File: config.mk
export PLATFORM = sky130hd
export DESIGN_NAME = sync_rr_merge5_sched
export DESIGN_NICKNAME = d
export VERILOG_FILES = /design/src/rtl/sync_rr_merge5_sched_pkg.sv /design/src/rtl/sync_rr_merge5_sched_rr_pick5.sv /design/src/rtl/sync_rr_merge5_sched.sv
export SDC_FILE = /design/constraint.sdc
export NUM_CORES = 1
export LEC_CHECK = 0
export BUFFER_PORTS_ARGS = -buffer_cell sky130_fd_sc_hd__buf_2
export CAP_MARGIN = 20
export CORE_UTILIZATION = 24
export CTS_CLUSTER_DIAMETER = 30
export DETAILED_ROUTE_END_ITERATION = 12
export HOLD_SLACK_MARGIN = 0.12
export RECOVER_POWER = 50
export SLEW_MARGIN = 20
export SYNTH_ARGS = -nofsm -noshare
export SYNTH_HDL_FRONTEND = slang
export SYNTH_HIERARCHICAL = 1
export SYNTH_SLANG_ARGS = --single-unit
File: constraint.sdc
create_clock -name clk -period 8.2 [get_ports clk]
set_clock_uncertainty 0.05 [all_clocks]
set_input_delay 1.64 -clock clk [delete_from_list [all_inputs] [get_ports clk]]
set_output_delay 1.64 -clock clk [all_outputs]
set_load 0.005 [all_outputs]
File: src/rtl/sync_rr_merge5_sched_pkg.sv
`default_nettype none
// ============================================================================
// Module      : sync_rr_merge5_sched_pkg
// Description : Shared constants, state type and pointer helper for the
//               5-way round-robin packet merge scheduler.
// Revision    : 1.0 - initial release
// ============================================================================
package sync_rr_merge5_sched_pkg;

    localparam int N_REQ = 5;
    localparam int SRC_W = 3;

    typedef enum logic [0:0] {
        ST_IDLE = 1'b0,
        ST_LOCK = 1'b1
    } state_t;

    function automatic logic [SRC_W-1:0] next_ptr(input logic [SRC_W-1:0] idx);
        if (idx >= SRC_W'(N_REQ - 1)) begin
            next_ptr = '0;
        end else begin
            next_ptr = idx + 1'b1;
        end
    endfunction

endpackage
`default_nettype wire

File: src/rtl/sync_rr_merge5_sched_rr_pick5.sv
`default_nettype none
// ============================================================================
// Module      : rr_pick5
// Description : Combinational rotating-priority picker; i_ptr names the
//               highest-priority requester, priority wraps modulo 5.
// Revision    : 1.0 - initial release
// ============================================================================
module rr_pick5
    import sync_rr_merge5_sched_pkg::*;
(
    input  logic [N_REQ-1:0] i_req,
    input  logic [SRC_W-1:0] i_ptr,
    output logic [N_REQ-1:0] o_gnt_onehot,
    output logic [SRC_W-1:0] o_gnt_idx,
    output logic             o_any
);

    logic [SRC_W:0]   w_sum;
    logic [SRC_W-1:0] w_cand;

    // Walk from lowest to highest priority so the highest-priority hit wins last.
    always_comb begin
        o_gnt_onehot = '0;
        o_gnt_idx    = '0;
        o_any        = 1'b0;
        w_sum        = '0;
        w_cand       = '0;
        for (int k = N_REQ - 1; k >= 0; k--) begin
            w_sum  = {1'b0, i_ptr} + (SRC_W+1)'(k);
            w_cand = (w_sum >= (SRC_W+1)'(N_REQ)) ? SRC_W'(w_sum - (SRC_W+1)'(N_REQ))
                                                  : w_sum[SRC_W-1:0];
            if (i_req[w_cand]) begin
                o_gnt_onehot = N_REQ'(1) << w_cand;
                o_gnt_idx    = w_cand;
                o_any        = 1'b1;
            end
        end
    end

endmodule
`default_nettype wire

File: src/rtl/sync_rr_merge5_sched.sv
`default_nettype none
// ============================================================================
// Module      : sync_rr_merge5_sched
// Description : 5-source round-robin valid/ready merge with per-packet grant
//               locking, forced release after MAX_BEATS and registered output.
// Revision    : 1.0 - initial release
// ============================================================================
module sync_rr_merge5_sched
    import sync_rr_merge5_sched_pkg::*;
#(
    parameter int DATA_WIDTH = 12,
    parameter int MAX_BEATS  = 16
) (
    input  logic                  clk,
    input  logic                  rst,
    input  logic [N_REQ-1:0]      i_valid_5,
    input  logic [N_REQ-1:0]      i_last_5,
    input  logic [DATA_WIDTH-1:0] i_data0,
    input  logic [DATA_WIDTH-1:0] i_data1,
    input  logic [DATA_WIDTH-1:0] i_data2,
    input  logic [DATA_WIDTH-1:0] i_data3,
    input  logic [DATA_WIDTH-1:0] i_data4,
    output logic [N_REQ-1:0]      o_ready_5,
    output logic                  o_valid,
    output logic                  o_last,
    output logic [DATA_WIDTH-1:0] o_data,
    output logic [SRC_W-1:0]      o_src,
    input  logic                  i_ready,
    output logic                  o_overrun
);

    localparam int CNT_W = $clog2(MAX_BEATS + 1);

    state_t                r_state;
    state_t                w_state_nxt;
    logic [SRC_W-1:0]      r_ptr;
    logic [SRC_W-1:0]      r_owner;
    logic [CNT_W-1:0]      r_beat_cnt;

    logic                  r_valid;
    logic                  r_last;
    logic [DATA_WIDTH-1:0] r_data;
    logic [SRC_W-1:0]      r_src;
    logic                  r_overrun;

    logic                  w_slot_free;
    logic [N_REQ-1:0]      w_gnt_onehot;
    logic [SRC_W-1:0]      w_gnt_idx;
    logic                  w_gnt_any;
    logic [N_REQ-1:0]      w_ready;
    logic [SRC_W-1:0]      w_sel_idx;
    logic                  w_sel_last;
    logic [DATA_WIDTH-1:0] w_sel_data;
    logic                  w_accept;
    logic [CNT_W-1:0]      w_cnt_inc;
    logic                  w_cnt_limit;
    logic                  w_force;
    logic                  w_release;

    assign w_slot_free = ~r_valid | i_ready;

    rr_pick5 u_pick (
        .i_req        (i_valid_5),
        .i_ptr        (r_ptr),
        .o_gnt_onehot (w_gnt_onehot),
        .o_gnt_idx    (w_gnt_idx),
        .o_any        (w_gnt_any)
    );

    assign w_sel_idx   = (r_state == ST_LOCK) ? r_owner : w_gnt_idx;
    assign w_sel_last  = i_last_5[w_sel_idx];
    assign w_accept    = |(i_valid_5 & w_ready);
    assign w_cnt_inc   = r_beat_cnt + 1'b1;
    assign w_cnt_limit = (w_cnt_inc == CNT_W'(MAX_BEATS));
    assign w_release   = (r_state == ST_LOCK) && w_accept && (w_sel_last || w_cnt_limit);
    // A limit hit without an upstream last is the only way o_last gets synthesised.
    assign w_force     = (r_state == ST_LOCK) && w_accept && !w_sel_last && w_cnt_limit;

    always_comb begin
        w_sel_data = i_data0;
        case (w_sel_idx)
            3'd1:    w_sel_data = i_data1;
            3'd2:    w_sel_data = i_data2;
            3'd3:    w_sel_data = i_data3;
            3'd4:    w_sel_data = i_data4;
            default: w_sel_data = i_data0;
        endcase
    end

    // FSM: state register, pointer, owner and beat counter
    always_ff @(posedge clk or posedge rst) begin
        if (rst) begin
            r_state    <= ST_IDLE;
            r_ptr      <= '0;
            r_owner    <= '0;
            r_beat_cnt <= '0;
        end else begin
            r_state <= w_state_nxt;
            if (r_state == ST_IDLE) begin
                if (w_accept) begin
                    r_owner <= w_gnt_idx;
                    if (w_sel_last) begin
                        r_ptr <= next_ptr(w_gnt_idx);
                    end else begin
                        r_beat_cnt <= CNT_W'(1);
                    end
                end
            end else if (w_accept) begin
                if (w_release) begin
                    r_ptr      <= next_ptr(r_owner);
                    r_beat_cnt <= '0;
                end else begin
                    r_beat_cnt <= w_cnt_inc;
                end
            end
        end
    end

    // FSM: next-state logic
    always_comb begin
        w_state_nxt = r_state;
        case (r_state)
            ST_IDLE: if (w_accept && !w_sel_last) w_state_nxt = ST_LOCK;
            ST_LOCK: if (w_release)               w_state_nxt = ST_IDLE;
            default:                              w_state_nxt = ST_IDLE;
        endcase
    end

    // FSM: output logic (upstream accepts)
    always_comb begin
        w_ready = '0;
        if (!rst) begin
            case (r_state)
                ST_IDLE: w_ready = w_gnt_any ? (w_gnt_onehot & {N_REQ{w_slot_free}}) : '0;
                ST_LOCK: w_ready = (N_REQ'(1) << r_owner) & {N_REQ{w_slot_free}};
                default: w_ready = '0;
            endcase
        end
    end

    always_ff @(posedge clk or posedge rst) begin
        if (rst) begin
            r_valid   <= 1'b0;
            r_last    <= 1'b0;
            r_data    <= '0;
            r_src     <= '0;
            r_overrun <= 1'b0;
        end else begin
            r_overrun <= w_force;
            if (w_accept) begin
                r_valid <= 1'b1;
                r_last  <= w_sel_last | w_force;
                r_data  <= w_sel_data;
                r_src   <= w_sel_idx;
            end else if (i_ready) begin
                r_valid <= 1'b0;
            end
        end
    end

    assign o_ready_5 = w_ready;
    assign o_valid   = r_valid;
    assign o_last    = r_last;
    assign o_data    = r_data;
    assign o_src     = r_src;
    assign o_overrun = r_overrun;

endmodule
`default_nettype wire

==> results_tabular.tex <==
\begin{tabular}{lr}
\hline
Metric & Value \\
\hline
\multicolumn{2}{l}{\textbf{Clock network}} \\
Number of CTS-inserted buffers & 5 \\
Maximum clock insertion buffer count & 2 \\
Root buffer cell & clkbuf\_16 \\
Setup repair bufs after CTS & 0 \\
Sinks on the clock net & 30 \\
Clock tree from TritonCTS & yes \\
Insertion delay to the later sink of the worst-skew pair & about 0.27 ns \\
CTS hold repair buffers & 0 \\
Clock edge transition at the registers on the reported setup and hold paths & $\sim$0.050 ns \\
Clock H-tree levels & 2 \\
Cells resized by post-CTS repair & 0 \\
\multicolumn{2}{l}{\textbf{Critical path}} \\
Capturing point of the worst reg2reg path & r\_ptr[1] \\
Crit Reg-Reg Startpoint & r\_ptr[1] \\
Worst path arrival time & around 4.4 ns \\
Crit. path cell count & 12 \\
Beginning of the critical path & r\_ptr[1] \\
Kind of cell adding the most delay to the critical path & simple AND/OR/NAND/NOR gates \\
Buf/Inv on CP & 2 \\
Largest incremental delay on the critical path & between 0.8 and 0.9 ns \\
Data required time of the critical path & $\sim$6.5 ns \\
Crit path kind & register to primary output \\
Nature of the critical path startpoint & register \\
Worst setup slack for register-to-register paths & $\sim$2.2 ns \\
Slowest cell on the critical path & ha\_1 \\
Worst setup path endpoint & o\_ready\_5[1] \\
Critical path cell sequence & inv\_1 -> ha\_1 -> xnor2\_1 -> mux2\_1 -> or4b\_1 -> nand2\_1 -> nor3\_2 -> nand3\_1 -> and2b\_4 -> a32o\_1 -> and2\_1 -> buf\_2 \\
Critical-path maximum fanout & 23 \\
CP Capture Type & primary output \\
Number of cells on the worst reg-to-reg path & 16 \\
\multicolumn{2}{l}{\textbf{Timing}} \\
Max transition margin & -0.1611 \\
Setup repair after global routing missed its margin & no \\
Post-Route Setup TNS & 0 ns \\
Fin. Hold Viols & 0 \\
Period minus WS final & just over 6 ns \\
Setup-failing EPs final & 0 \\
Part of the cycle the worst path needs & 0.7376 \\
Upper clock frequency limit & roughly 170 MHz \\
Max-slew violation total from the final report & 33 \\
Transition time of the tightest slew-check pin & around 1.7 ns \\
\multicolumn{2}{l}{\textbf{Drt}} \\
Remaining antenna violation count & 0 \\
First DRT Iteration DRCs & between 400 and 500 \\
Wirelength per Cell & roughly 16 um \\
Final wirelength & between 10000 and 15000 um \\
DRC violations left & 0 \\
Mean number of vias per cell & approximately 5.4 \\
Routed vias & roughly 4.1k \\
First-pass iteration count of the detailed router & 6 \\
\multicolumn{2}{l}{\textbf{Min path}} \\
Worst min-delay path category & register to register \\
\multicolumn{2}{l}{\textbf{Layout}} \\
Layout net count & $\sim$650 \\
Area grow syn2layout & 20.58\% \\
Share of post-route cells with drive strength above 1 & 0.2456 \\
Count of inserted antenna diode cells & 0 \\
\multicolumn{2}{l}{\textbf{Floorplanning}} \\
Die Y-Extent & 127.4 um \\
Number of ports placed on the die boundary & 96 \\
Number of cell rows & between 40 and 50 \\
DIE AREA & 0.01623 mm2 \\
Effective utilization at floorplan & 0.2474 \\
Horizontal extent of the die & about 130 um \\
Core region area & 0.01526 mm2 \\
\multicolumn{2}{l}{\textbf{Global routing}} \\
Overall global routing resource usage & 0.1526 \\
GR Overflow Total & 0 \\
Largest net degree at the start of global routing & 42 \\
Number of antenna violations at the first check in global routing & 0 \\
Wire length of the first global-routing pass & between 15000 and 20000 um \\
Number of global-route vias before repair & about 3.8k \\
\multicolumn{2}{l}{\textbf{Yosys}} \\
Leading cell types by total area after synthesis & dfrtp\_1 20\%, ha\_1 5.6\%, o21ai\_0 5.3\%, mux2i\_1 4.0\%, mux2\_2 3.9\% \\
Area of the mapped netlist & around 0.0038 mm2 \\
Share of the synthesized area in the top cell type & 0.1989 \\
Synth async-reset ratio & 1.000 \\
Post-synth net total & between 500 and 600 \\
Count of flip-flops with a built-in enable after synthesis & 0 \\
Top FF cell, synth & dfrtp\_1 \\
\#FFs+latches synth & 30 \\
Number of distinct library cells after synthesis & 82 \\
Average cell area after synthesis & 7.799 um2 \\
Number of warnings issued by yosys & 6 \\
Post-synthesis cell count & roughly 480 \\
Share of synthesized area occupied by flip-flops and latches & 0.1989 \\
Synth area leader & dfrtp\_1 \\
\multicolumn{2}{l}{\textbf{Placed design}} \\
Count of buffers inserted at the top-level ports & 95 \\
Half-perimeter wire length of the detailed placement result & between 9000 and 10000 um \\
Routability-driven placement congestion ratio & around 0.88 \\
\multicolumn{2}{l}{\textbf{Outcome}} \\
Status & finished, violations left \\
Violations in the final reports & max-capacitance violations, max-slew violations \\
\multicolumn{2}{l}{\textbf{Run}} \\
Max-capacitance violation count & 1 \\
\hline
\end{tabular}
cells by family (layout without fill, tap and decap cells):
family / Yosys count / in the layout / synth area share
buffers and inverters: 68 / 146 / 0.07888
and+or+nand+nor: 156 / 156 / 0.2151
muxes: 33 / 33 / 0.09811
DFF: 30 / 30 / 0.1989
AOI/OAI and AO/OA: 173 / 173 / 0.3334
xor gates and xnor gates: 6 / 6 / 0.01392
adders and majority gates: 18 / 18 / 0.06165
layer usage:
layer	up-vias	wire, um	track usage
li1	1969	-	-
met1	1959	5646	0.2095
met2	206	5606	0.2469
met3	14	973	0.02722
met4	0	155	0.03641
met5	-	0	0
flip-flops by register name, indices dropped and copies added (netlist names):
signal,flops
o_data,12
r_beat_cnt,5
o_src,3
r_owner,3
r_ptr,3
o_last,1
o_overrun,1
o_valid,1
r_state,1
area by class of cell:
cell class | instances | area, um2
clock buffers | 5 | 125.1
multi-input cells | 386 | 2730
flip-flops and latches | 30 | 750.7
repair buffers | 100 | 499.2
fillers | 1643 | 10710
clock inverters | 3 | 40.04
inverters | 38 | 142.6
well taps | 211 | 264.0
cell usage after synthesis, types with 11 or more instances:
library cell and count:
inv_1 36, mux2i_1 15, dfrtp_1 30, buf_2 16
o21ai_0 40, o22ai_1 13, o2111ai_1 11, nand3_1 14
ha_1 17, nand2_1 37, nor2_1 35, a21oi_1 21
a211oi_1 15, nand2b_1 11, mux2_2 13
cells in the final DEF, fill, tap and decap left out, types with 5 or more instances in the layout:
master / synthesis / routed
clkbuf_1: 9 / 9
nor3_1: 7 / 7
nor2b_1: 8 / 8
o21ai_0: 40 / 40
inv_1: 36 / 36
o2111ai_1: 11 / 11
ha_1: 17 / 17
nand3_1: 14 / 14
a32o_1: 5 / 5
nor2_1: 35 / 35
and2_1: 9 / 9
xnor2_1: 6 / 6
dfrtp_1: 30 / 30
a21o_1: 5 / 5
clkbuf_16: 0 / 5
mux2i_1: 15 / 14
mux2_2: 13 / 13
nand4_1: 6 / 6
o22ai_1: 13 / 13
a211oi_1: 15 / 15
buf_2: 16 / 87
a31oi_1: 5 / 5
a21oi_1: 21 / 21
nand2b_1: 11 / 11
nand2_1: 37 / 37
worst min-delay path by stage:
stage,end,from,depth (start not counted)
finish,o_last,o_last,1
global route,o_last,o_last,1
CTS,o_last,o_last,1
detailed placement,o_last,o_last,1
global placement,o_last,o_last,1
floorplan,o_last,o_last,1
metrics by stage:
stage          setup slack [ns]  hold WS [ns]  area, um2  instances  utilization
6_report                  2.151        0.4427       4552        773       0.2983
5_1_grt                   1.778        0.4802       4552        773       0.2983
4_1_cts                   2.254        0.4480       4566        773       0.2992
3_5_place_dp              2.362        0.4336       4400        765       0.2884
3_3_place_gp              2.377        0.4341       4400        765       0.2884
2_1_floorplan             2.986        0.4375       3775        484            -
Power is not shown: default switching activity piles up to over one toggle a cycle in this logic, so the estimate is an artifact.
